`src/rtl/data_if_if.sv`:
```
// Instruction-memory bus between the fetch stage (master) and instruction memory (slave).
interface data_if_if;
    localparam int unsigned ADDR_W = 64;
    localparam int unsigned INSTR_W = 32;

    logic               imem_req;
    logic [ADDR_W-1:0]  imem_addr;
    logic               imem_ready;
    logic [INSTR_W-1:0] imem_data;

    modport master (
        output imem_req,
        output imem_addr,
        input  imem_ready,
        input  imem_data
    );

    modport slave (
        input  imem_req,
        input  imem_addr,
        output imem_ready,
        output imem_data
    );
endinterface

```
`src/rtl/data_if.sv`:
```
// Instruction-fetch stage: PC, IF/ID pipeline register, one-entry skid buffer for
// a word that returns while the pipeline is stalled, and ID-stage branch redirect.
module data_if #(
    parameter logic [63:0] RESET_PC = 64'd0
) (
    input  logic        clk,
    input  logic        reset,
    input  logic        stall,
    input  logic        BrTaken,
    input  logic [63:0] new_PC2,
    data_if_if.master   imem,
    output logic [31:0] instr_id,
    output logic [63:0] pc_id,
    output logic [63:0] BLT,
    output logic        valid_id
);
    localparam int unsigned XLEN = 64;
    localparam int unsigned ILEN = 32;

    typedef enum logic {
        FETCH = 1'b0,
        HELD  = 1'b1
    } state_t;

    state_t            state, state_n;
    logic [XLEN-1:0]   pc, pc_n;
    logic [XLEN-1:0]   pc_id_n;
    logic [ILEN-1:0]   instr_id_n;
    logic              valid_id_n;
    logic [XLEN-1:0]   skid_pc, skid_pc_n;
    logic [ILEN-1:0]   skid_instr, skid_instr_n;

    // State and datapath registers
    always_ff @(posedge clk) begin
        if (reset) begin
            state      <= FETCH;
            pc         <= RESET_PC;
            instr_id   <= ILEN'(0);
            pc_id      <= XLEN'(0);
            valid_id   <= 1'b0;
            skid_pc    <= XLEN'(0);
            skid_instr <= ILEN'(0);
        end else begin
            state      <= state_n;
            pc         <= pc_n;
            instr_id   <= instr_id_n;
            pc_id      <= pc_id_n;
            valid_id   <= valid_id_n;
            skid_pc    <= skid_pc_n;
            skid_instr <= skid_instr_n;
        end
    end

    // Next-state and datapath selection; everything holds unless a case below moves it
    always_comb begin
        state_n      = state;
        pc_n         = pc;
        instr_id_n   = instr_id;
        pc_id_n      = pc_id;
        valid_id_n   = valid_id;
        skid_pc_n    = skid_pc;
        skid_instr_n = skid_instr;

        if (!stall && BrTaken) begin
            // Redirect wins over any pending fetch or skid contents
            state_n      = FETCH;
            pc_n         = new_PC2;
            instr_id_n   = ILEN'(0);
            valid_id_n   = 1'b0;
            skid_pc_n    = XLEN'(0);
            skid_instr_n = ILEN'(0);
        end else if (stall) begin
            if (state == FETCH && imem.imem_ready) begin
                skid_instr_n = imem.imem_data;
                skid_pc_n    = pc;
                state_n      = HELD;
            end
        end else begin
            case (state)
                FETCH: begin
                    if (imem.imem_ready) begin
                        instr_id_n = imem.imem_data;
                        pc_id_n    = pc;
                        valid_id_n = 1'b1;
                        pc_n       = pc + XLEN'(4);
                    end else begin
                        instr_id_n = ILEN'(0);
                        valid_id_n = 1'b0;
                    end
                end
                HELD: begin
                    instr_id_n = skid_instr;
                    pc_id_n    = skid_pc;
                    valid_id_n = 1'b1;
                    pc_n       = skid_pc + XLEN'(4);
                    state_n    = FETCH;
                end
                default: state_n = FETCH;
            endcase
        end
    end

    assign imem.imem_req  = (state == FETCH);
    assign imem.imem_addr = pc;
    assign BLT            = pc_id + XLEN'(4);
endmodule
```
`src/flat_wrapper.sv`:
```
// flat-port wrapper written by rule: the top's interface ports become plain ports
module data_if_flat 
#(
    parameter logic [63:0] RESET_PC = 64'd0
)
  (clk, reset, stall, BrTaken, new_PC2, instr_id, pc_id, BLT, valid_id, imem_imem_req, imem_imem_addr, imem_imem_ready, imem_imem_data);
  data_if_if imem_i ();
  input  logic clk;
  input  logic reset;
  input  logic stall;
  input  logic BrTaken;
  input  logic [63:0] new_PC2;
  output logic [31:0] instr_id;
  output logic [63:0] pc_id;
  output logic [63:0] BLT;
  output logic valid_id;
  output wire logic [$bits(imem_i.imem_req)-1:0] imem_imem_req;
  output wire logic [$bits(imem_i.imem_addr)-1:0] imem_imem_addr;
  input wire logic [$bits(imem_i.imem_ready)-1:0] imem_imem_ready;
  input wire logic [$bits(imem_i.imem_data)-1:0] imem_imem_data;
  assign imem_imem_req = imem_i.imem_req;
  assign imem_imem_addr = imem_i.imem_addr;
  assign imem_i.imem_ready = imem_imem_ready;
  assign imem_i.imem_data = imem_imem_data;
  data_if #(.RESET_PC(RESET_PC)) u_core (.clk(clk), .reset(reset), .stall(stall), .BrTaken(BrTaken), .new_PC2(new_PC2), .imem(imem_i), .instr_id(instr_id), .pc_id(pc_id), .BLT(BLT), .valid_id(valid_id));
endmodule
```
`config.mk`:
```
export PLATFORM = sky130hd
export DESIGN_NAME = data_if_flat
export DESIGN_NICKNAME = d
export VERILOG_FILES = /design/src/rtl/data_if_if.sv /design/src/rtl/data_if.sv /design/src/flat_wrapper.sv
export SDC_FILE = /design/constraint.sdc
export NUM_CORES = 1
export LEC_CHECK = 0
export CAP_MARGIN = 20
export CORE_ASPECT_RATIO = 1.4
export CORE_UTILIZATION = 51
export CTS_CLUSTER_DIAMETER = 100
export CTS_CLUSTER_SIZE = 40
export DETAILED_ROUTE_END_ITERATION = 8
export PLACE_DENSITY = 0.81
export SYNTH_ARGS = -nofsm -noshare
export SYNTH_HDL_FRONTEND = slang
export SYNTH_SLANG_ARGS = --single-unit
```
`constraint.sdc`:
```
create_clock -name clk -period 4.8 [get_ports clk]
set_input_delay 0.96 -clock clk [delete_from_list [all_inputs] [get_ports clk]]
set_output_delay 0.96 -clock clk [all_outputs]
set_load 0.05 [all_outputs]
```
[After elaboration in Yosys (flattened, before gate mapping)]
Cells that the tools add are included.
Storage, ports and cells
  flip-flop bits (word level): 258
  input port bits: 101
  output and inout port bits: 226
  logic and storage cells: 34
Operators by class
  add/subtract/negate cells: 3
  equal/unequal tests: 3
  mux-type cells: 10
  bitwise gates (word level): 3
  reductions and logical operators: 8
Operators by type and width (count)
  $mux 64: 4
  $pmux 64 s2: 2
  $add 64x3->64 const B: 3
  $pmux 32 s2: 1
  $mux 32: 1
  $ne 2x1->1 const B: 2
  $reduce_and 2->1: 2
  $ne 3x1->1 const B: 1
  $not 1->1: 3
  $reduce_and 3->1: 1
  $reduce_or 3->1: 1
  $logic_and 1x1->1: 2
  $pmux 1 s2: 1
  $reduce_or 2->1: 1
  $logic_not 1->1: 1
  $mux 1: 1

[Depth between registers and ports, before layout]
  depth in word-level cells: 5
  gate-level depth with buffers: 14

[Worst setup path before layout]
No wires, ideal clock.
  path kind: register -> output
  from: register u_core.pc_id[3]
  to: output port BLT[60]
  data arrival time: 3.256 ns
  required time: 3.840 ns
  setup slack: 0.584 ns
  stages on the path, launching flop included: 8
  path buffers: 0
  cells stage by stage: dfxtp_1 ha_1 nand3_1 or3_1 nor4_4 nand4_1 nor4_1 xor2_1
Between the ends
  cells in the longest elaborated chain, start to end: 1
RTL lines
  start: declaration: line data_if.sv:13  | output logic [63:0] pc_id,
  start signal: assignment: line data_if.sv:47  | pc_id <= pc_id_n;
  $add 64x3->64: line data_if.sv:105  | assign BLT = pc_id + XLEN'(4);
  end: declaration: line flat_wrapper.sv:15  | output logic [63:0] BLT;
No other way between the ends.

[Final worst setup path]
  from: register u_core.pc_id[2]
  to: output port BLT[46]
Same word-level chain as after synthesis.

==> results by group <==
Clock tree
  – Clock Latency Late Sink: 0.52 ns
  – Clk root buf: clkbuf_16
  – CTS Buf Count: 10
  – TritonCTS clock tree: done
  – H-tree depth: 1
  – Worst-path clk slew: 0.14 ns
  – CTS sink cnt: 258
  – Hold buffers post-CTS: 0
  – Max clock buf depth: 3

Layout
  – Layout cells sized above 1: 5.520%
  – Storage element area: 5169 sq um
  – # nets final: 2130
  – Area grow syn2layout: 26.43%
  – Commonest non-fill, non-tap cell in the layout: clkdlybuf4s50_1
  – Ant diodes: 0
  – Multi-input gate area: 8207 sq um
  – Most frequent cells in the layout: 308 x clkdlybuf4s50_1, 278 x nand2_1, 257 x dfxtp_1, 237 x nor2_1, 204 x a21oi_1
  – Post-layout instance area: 17670 sq um
  – FILL cells: 2350

Timing
  – Endpoints failing hold: 0
  – Final setup viols: 0
  – Maximum clock frequency: 220.6 MHz
  – Final TNS setup: 0 ns
  – Slew HR: 32.34%
  – RSZ-0062 raised after global routing: no
  – Worst-Margin Slew: 1.015 ns
  – Final Max Tran Viols: 0
  – Final min period: 4.534 ns
  – Fin crit share: 94.46%
  – Clk_skew: 0.04347 ns

Status
  – Outcome: finished clean

Power and ir drop
  – Logic pwr share: 23.9%
  – Clock Power Share: 24.9%
  – Sequential power share: 51.2%
  – Pleak: 6.049 nW
  – Worst vdd ir: 374.3 uV
  – Internal: 3.048 mW
  – PD cells: 258.6 nW/um^2
  – Psw: 1.521 mW
  – Switch share: 33.28%

Logic synthesis
  – Mean area per synthesized cell: 7.781 sq um
  – EDFF count, synth: 0
  – Syn Std Cell Area: 13970 sq um
  – Proportion of netlist area held by the largest area contributor: 36.96%
  – Synthesized Nets: 1899
  – Asr flop ratio synth: 0%
  – Post-Syn Instances: 1796
  – Register area share after synthesis: 36.96%
  – Top cell type by total area after synthesis: dfxtp_1
  – Synth cell types: 73
  – Ys flop type: dfxtp_1
  – Leading post-synthesis cells by cell area: dfxtp_1 37%, nand2_1 7.5%, a21oi_1 7.3%, nor2_1 6.4%, mux2i_1 3.7%
  – Synth Register Bits: 258
  – Synth warnings: 0

Global route
  – First-pass GRT wire length: 70810 microns
  – Pin count of the biggest net entering global routing: 93
  – Initial antenna violation count: 1
  – Vias in the first global route: 13390
  – GRT Residual Overflow: 0
  – GR Util All Layers: 31.26%

Floorplan
  – DIE AREA: 28080 sq um
  – Cell Rows: 71
  – Die H: 197.9 microns
  – Initial Util: 51.92%
  – Die Span X: 141.9 microns
  – I/O pins: 327
  – Core box area: 26920 sq um

Placement
  – Port Buffers: 326
  – Routability cong.: 0.9330
  – Placed cell area: 17360 sq um
  – DP Wirelength: 31930 microns

Drt
  – Drt wl/cell: 18.90 microns
  – Vias post-DR: 14290
  – Detail Route Antenna Nets: 0
  – Detailed-route DRC error count: 0
  – Initial DRC count: 993
  – Vias/cell: 5.969
  – 1st-pass router iterations: 7
  – Wirelength, routed: 45250 microns

Setup path
  – CP Max Fanout: 6
  – Worst Path Required: 3.84 ns
  – CP endpoint kind: output port
  – Arr. time, crit path: 3.57 ns
  – Crit Path Class: reg -> out
  – Setup crit start kind: flip-flop

Run
  – Max_cap viols: 0

Min path
  – Hold Path Class: reg -> reg
power by group through the flow:
| stage | combinational (mW) | clock, mW | sequential, mW |
|---|---|---|---|
| final | 1.09 | 1.14 | 2.34 |
| after floorplan | 0.492 | 0 | 2.58 |
| after global placement | 1.08 | 0 | 2.38 |
| after detailed placement | 1.09 | 0 | 2.38 |
| after CTS | 1.09 | 1.15 | 2.33 |
| after global routing | 1.15 | 1.22 | 2.35 |
cell usage after synthesis, drive strengths merged, types with 22 or more instances:
library cell  count
a2111oi          22
a211oi           70
a21oi           204
and3             48
buf              45
clkbuf           90
dfxtp           258
mux2i            52
nand2           279
nand3            80
nand3b           28
nand4            29
nor2            238
nor3             34
nor4             25
xnor2            45
xor2             48
area by class of cell:
type / instances / area share (%)
inverter: 15 / 0.3187
sequential: 258 / 29.25
tap: 365 / 2.585
multi-input combinational: 1388 / 46.45
timing repair buffer: 354 / 19.67
clock buffer: 12 / 1.579
clock inverter: 2 / 0.1416
through the flow:
step                hold slack (ns)  worst slack (ns)  power, mW  util, %  cells
floorplan                    0.4329            0.5840      3.073        -   1796
CTS                          0.4654           0.09033      4.579    65.61   2393
finish                       0.4653            0.2660      4.569    65.64   2394
global route                 0.4820           0.07261      4.725    65.64   2394
global placement             0.4380            0.7393      3.454    64.48   2379
detailed placement           0.4463            0.6514      3.468    64.48   2379
layer usage:
layer	track usage, %	wire length (microns)
met1	35.45	17270
met2	57.34	23040
met3	4.377	2874
met4	14.46	2053
met5	0	13
sequential cells by signal, summed over array words and instances (netlist names):
signal	count
u_core.instr_id	32
u_core.pc_id	64
u_core.skid_pc	64
u_core.imem.imem_addr	64
u_core.state	1
u_core.skid_instr	32
u_core.valid_id	1
path summary, 6_finish.rpt:
path	slack [ns]	startpoint	cells after the start	to
max	0.27	u_core.pc_id[2]	7	BLT[46]
max reg2reg	1.08	u_core.state	7	u_core.imem.imem_addr[45]
min reg2reg	0.47	u_core.skid_instr[10]	2	u_core.skid_instr[10]
min	0.47	u_core.skid_instr[10]	2	u_core.skid_instr[10]
cell families after synthesis:
| kind of cell | Yosys count | share of synthesized area (%) |
|---|---|---|
| compound gates | 401 | 19.05 |
| xor+xnor | 93 | 5.829 |
| fa+ha+maj | 2 | 0.1790 |
| buf+inv | 150 | 4.611 |
| flops | 258 | 36.96 |
| mux | 65 | 4.799 |
| simple gates | 827 | 28.57 |
critical path, stage by stage, from the launching register on:
cell and delay (ns):
dfxtp_1 0.43, ha_1 0.21, nand3_1 0.19, or3_1 0.52, nor4_4 0.56, nand4_1 0.19, xnor2_1 0.17, clkdlybuf4s50_1 0.81
timing repair:
item	CTS	global route
setup buffers	0	1
gates resized for setup	0	1
endpoints found under the setup margin	0	6
Power figures use the tool's default switching activity.
==> RTL edit: new RTL, same settings <==
Make the reset (`reset`) asynchronous in one clocked block.
--- a/src/rtl/data_if.sv
+++ b/src/rtl/data_if.sv
@@ -31,7 +31,7 @@
     logic [ILEN-1:0]   skid_instr, skid_instr_n;
 
     // State and datapath registers
-    always_ff @(posedge clk) begin
+    always_ff @(posedge clk or posedge reset) begin
         if (reset) begin
             state      <= FETCH;
             pc         <= RESET_PC;
Check against the original RTL: differs if reset is asserted again (counterexample within 4 cycles, from zero or initial values and one cycle with reset high); with reset held inactive, the same outputs for 4 cycles.
==> RTL edit against the unedited design <==
Setup slack worse by 0.017 ns; sequential cell count stayed put; wire length is 0.85% higher; global-route usage is 1.1 points higher; register-to-register slack worse by 0.03 ns; cell area is 1.8% higher; critical path depth is 1 higher; area after synthesis is 0.73% higher; largest cell class unchanged.
Power is not compared: it rests on default switching activity, and its combinational part moved more than twofold at a synthesized area within 25%.
==> RTL edit: results (changes against the unedited design) <==
status=completed; gp weighted congestion=0.932 (-0.14%); Crit Reg-Reg Startpoint=u_core.state$_DFFE_PP0P_; Hold Crit Endpoint=u_core.instr_id[4]$_DFFE_PP0N_; CTS Buffer Depth=3 (unchanged); reg2reg end=u_core.imem.imem_addr[32]$_DFFE_PP0P_; first-pass GRT wire length=72000 um (+1.7%); GRT Overall Usage=0.324 (+0.0113); Synth area leaders=dfrtp_1 46%, nand2_1 9.4%, nand3_1 5.6%; vias in the first global route=13300 (-0.84%); leading register cell type out of synthesis=dfrtp_1; hold path depth=2 (unchanged); Peak VDD IR=0.279 mV; hold_sp=u_core.instr_id[4]$_DFFE_PP0N_; clock slew at reported path FFs=roughly 0.15 ns; port bufs=326 (unchanged); CP Max Fanout=8 (+2); Rel. slew slack=0.293 (-0.0299); clock latency on the worst-skew pair=0.50 ns (-0.02 ns); largest net degree at the start of global routing=107 (+15%); nets=1940 (-8.9%); placed cell areas=17600 um^2 (+1.5%); Net Count, Synth=1686 (-11%); postcts setup bufs=0 (unchanged); Post-synth top cells=352 x nand2_1, 258 x dfrtp_1, 158 x nand3_1, 135 x o21ai_0, 95 x a22oi_1; layout cells sized above 1=0.0506 (-0.00463); Arr. time, crit path=3.59 ns (+0.02 ns); asr flop ratio synth=1.00 (+1.00); drt wl/cell=20.7 um (+9.5%); sequential area share after synthesis=0.459 (+0.0891); via count=13600 (-5.0%); Hold Path Class=reg2reg; Clock Tree Root=clkbuf_16; FF-to-FF setup slack=1.05 ns (-0.03 ns); Starting DRT DRC Count=1083 (+9.1%); library cells used by synthesis=64 (-12%); 1st-pass router iterations=7 (unchanged); FF-to-FF path depth=8 (+1); Final HPWL DP=32100 um (+0.39%); initial antenna violation count=1 (unchanged); Slowest-stage cell, CP=clkdlybuf4s50_1; Top delay family on crit path=simple AND/OR/NAND/NOR gates; H-tree Lvls=1 (unchanged); Clock Skews=0.0297 ns (-0.0137 ns); Post-synth EDFFs=0 (unchanged); CP max stage delay=0.81 ns (about the same); Yosys top cell area share=0.459 (+0.0891); cts bufs inserted=10 (unchanged)
-- RTL edit: changes by cell type after synthesis, moves of 19 or more --
cell	before	now
dfrtp_1	0	258
dfxtp_1	258	0
nor2_1	238	39
a21oi_1	204	14
o21ai_0	9	135
nand3_1	80	158
a22oi_1	18	95
nand2_1	278	352
a211oi_1	68	5
and3_1	48	13
nand4_1	27	51
a2111oi_0	21	2
-- RTL edit: kinds of logic (layout without fill, tap and decap cells) --
kind of cell             after synthesis  count (layout)  share of synthesized area
buffers and inverters                121             377                     0.0364
multiplexers                          67              67                     0.0483
AND/OR/NAND/NOR                      722             722                      0.248
flip-flops                           258             258                      0.459
XOR/XNOR                             108             108                     0.0672
other                                  0               1                          0
adder cells (fa/ha/maj)                2               2                    0.00178
AO/OA/AOI/OAI                        305             305                      0.139
-- RTL edit: power breakdown --
group          internal [mW]  switching, mW
combinational          0.964           1.89
sequential              2.47          0.428
clock                  0.433          0.697
total                   3.87           3.02
-- RTL edit: stage by stage --
step	power, mW	worst slack [ns]	instances	hold WS (ns)
final	6.89	0.249	2205	0.499
after global routing	7.17	0.0412	2205	0.533
after CTS	6.90	0.214	2202	0.502
after floorplan	4.71	0.440	1583	0.461
after global placement	5.74	0.866	2188	0.466
after detailed placement	5.79	0.794	2188	0.473
-- RTL edit: what timing repair did --
action | CTS | global route
gates resized for setup | 0 | 1
hold endpoints to repair | 0 | 0
setup endpoints to repair | 0 | 1
-- RTL edit: cell type report --
type | instances | area, um^2
antenna | 1 | 2.50
clock buffer | 12 | 279
clock inverter | 2 | 25.0
fill | 2271 | 9020
inverter | 12 | 48.8
multi-input combinational | 1204 | 7150
sequential | 258 | 6460
tap | 365 | 457
timing repair buffer | 351 | 3560
-- RTL edit: tightest hold or removal path: stages, from the launching register on --
cell	delay (ns)
dfrtp_1	0.37
nand2_1	0.05
o21ai_0	0.06
-- RTL edit: per-layer routing --
layer | track usage | part of all wire | vias up
li1 | - | - | 6127
met1 | 0.402 | 0.37 | 6580
met2 | 0.546 | 0.50 | 724
met3 | 0.0527 | 0.086 | 143
met4 | 0.159 | 0.050 | 0
met5 | 0 | 0 | -
-- RTL edit: worst max-delay path by stage --
stage,start,end,slack [ns],depth (start not counted)
2_1_floorplan,reset,u_core.imem.imem_addr[0]$_DFFE_PP0P_,0.44,1
3_3_place_gp,u_core.pc_id[23]$_DFFE_PP0P_,BLT[40],0.87,8
3_5_place_dp,u_core.pc_id[14]$_DFFE_PP0P_,BLT[54],0.79,7
4_1_cts,u_core.pc_id[14]$_DFFE_PP0P_,BLT[54],0.21,7
5_1_grt,u_core.pc_id[23]$_DFFE_PP0P_,BLT[40],0.04,8
6_report,u_core.pc_id[23]$_DFFE_PP0P_,BLT[40],0.25,8
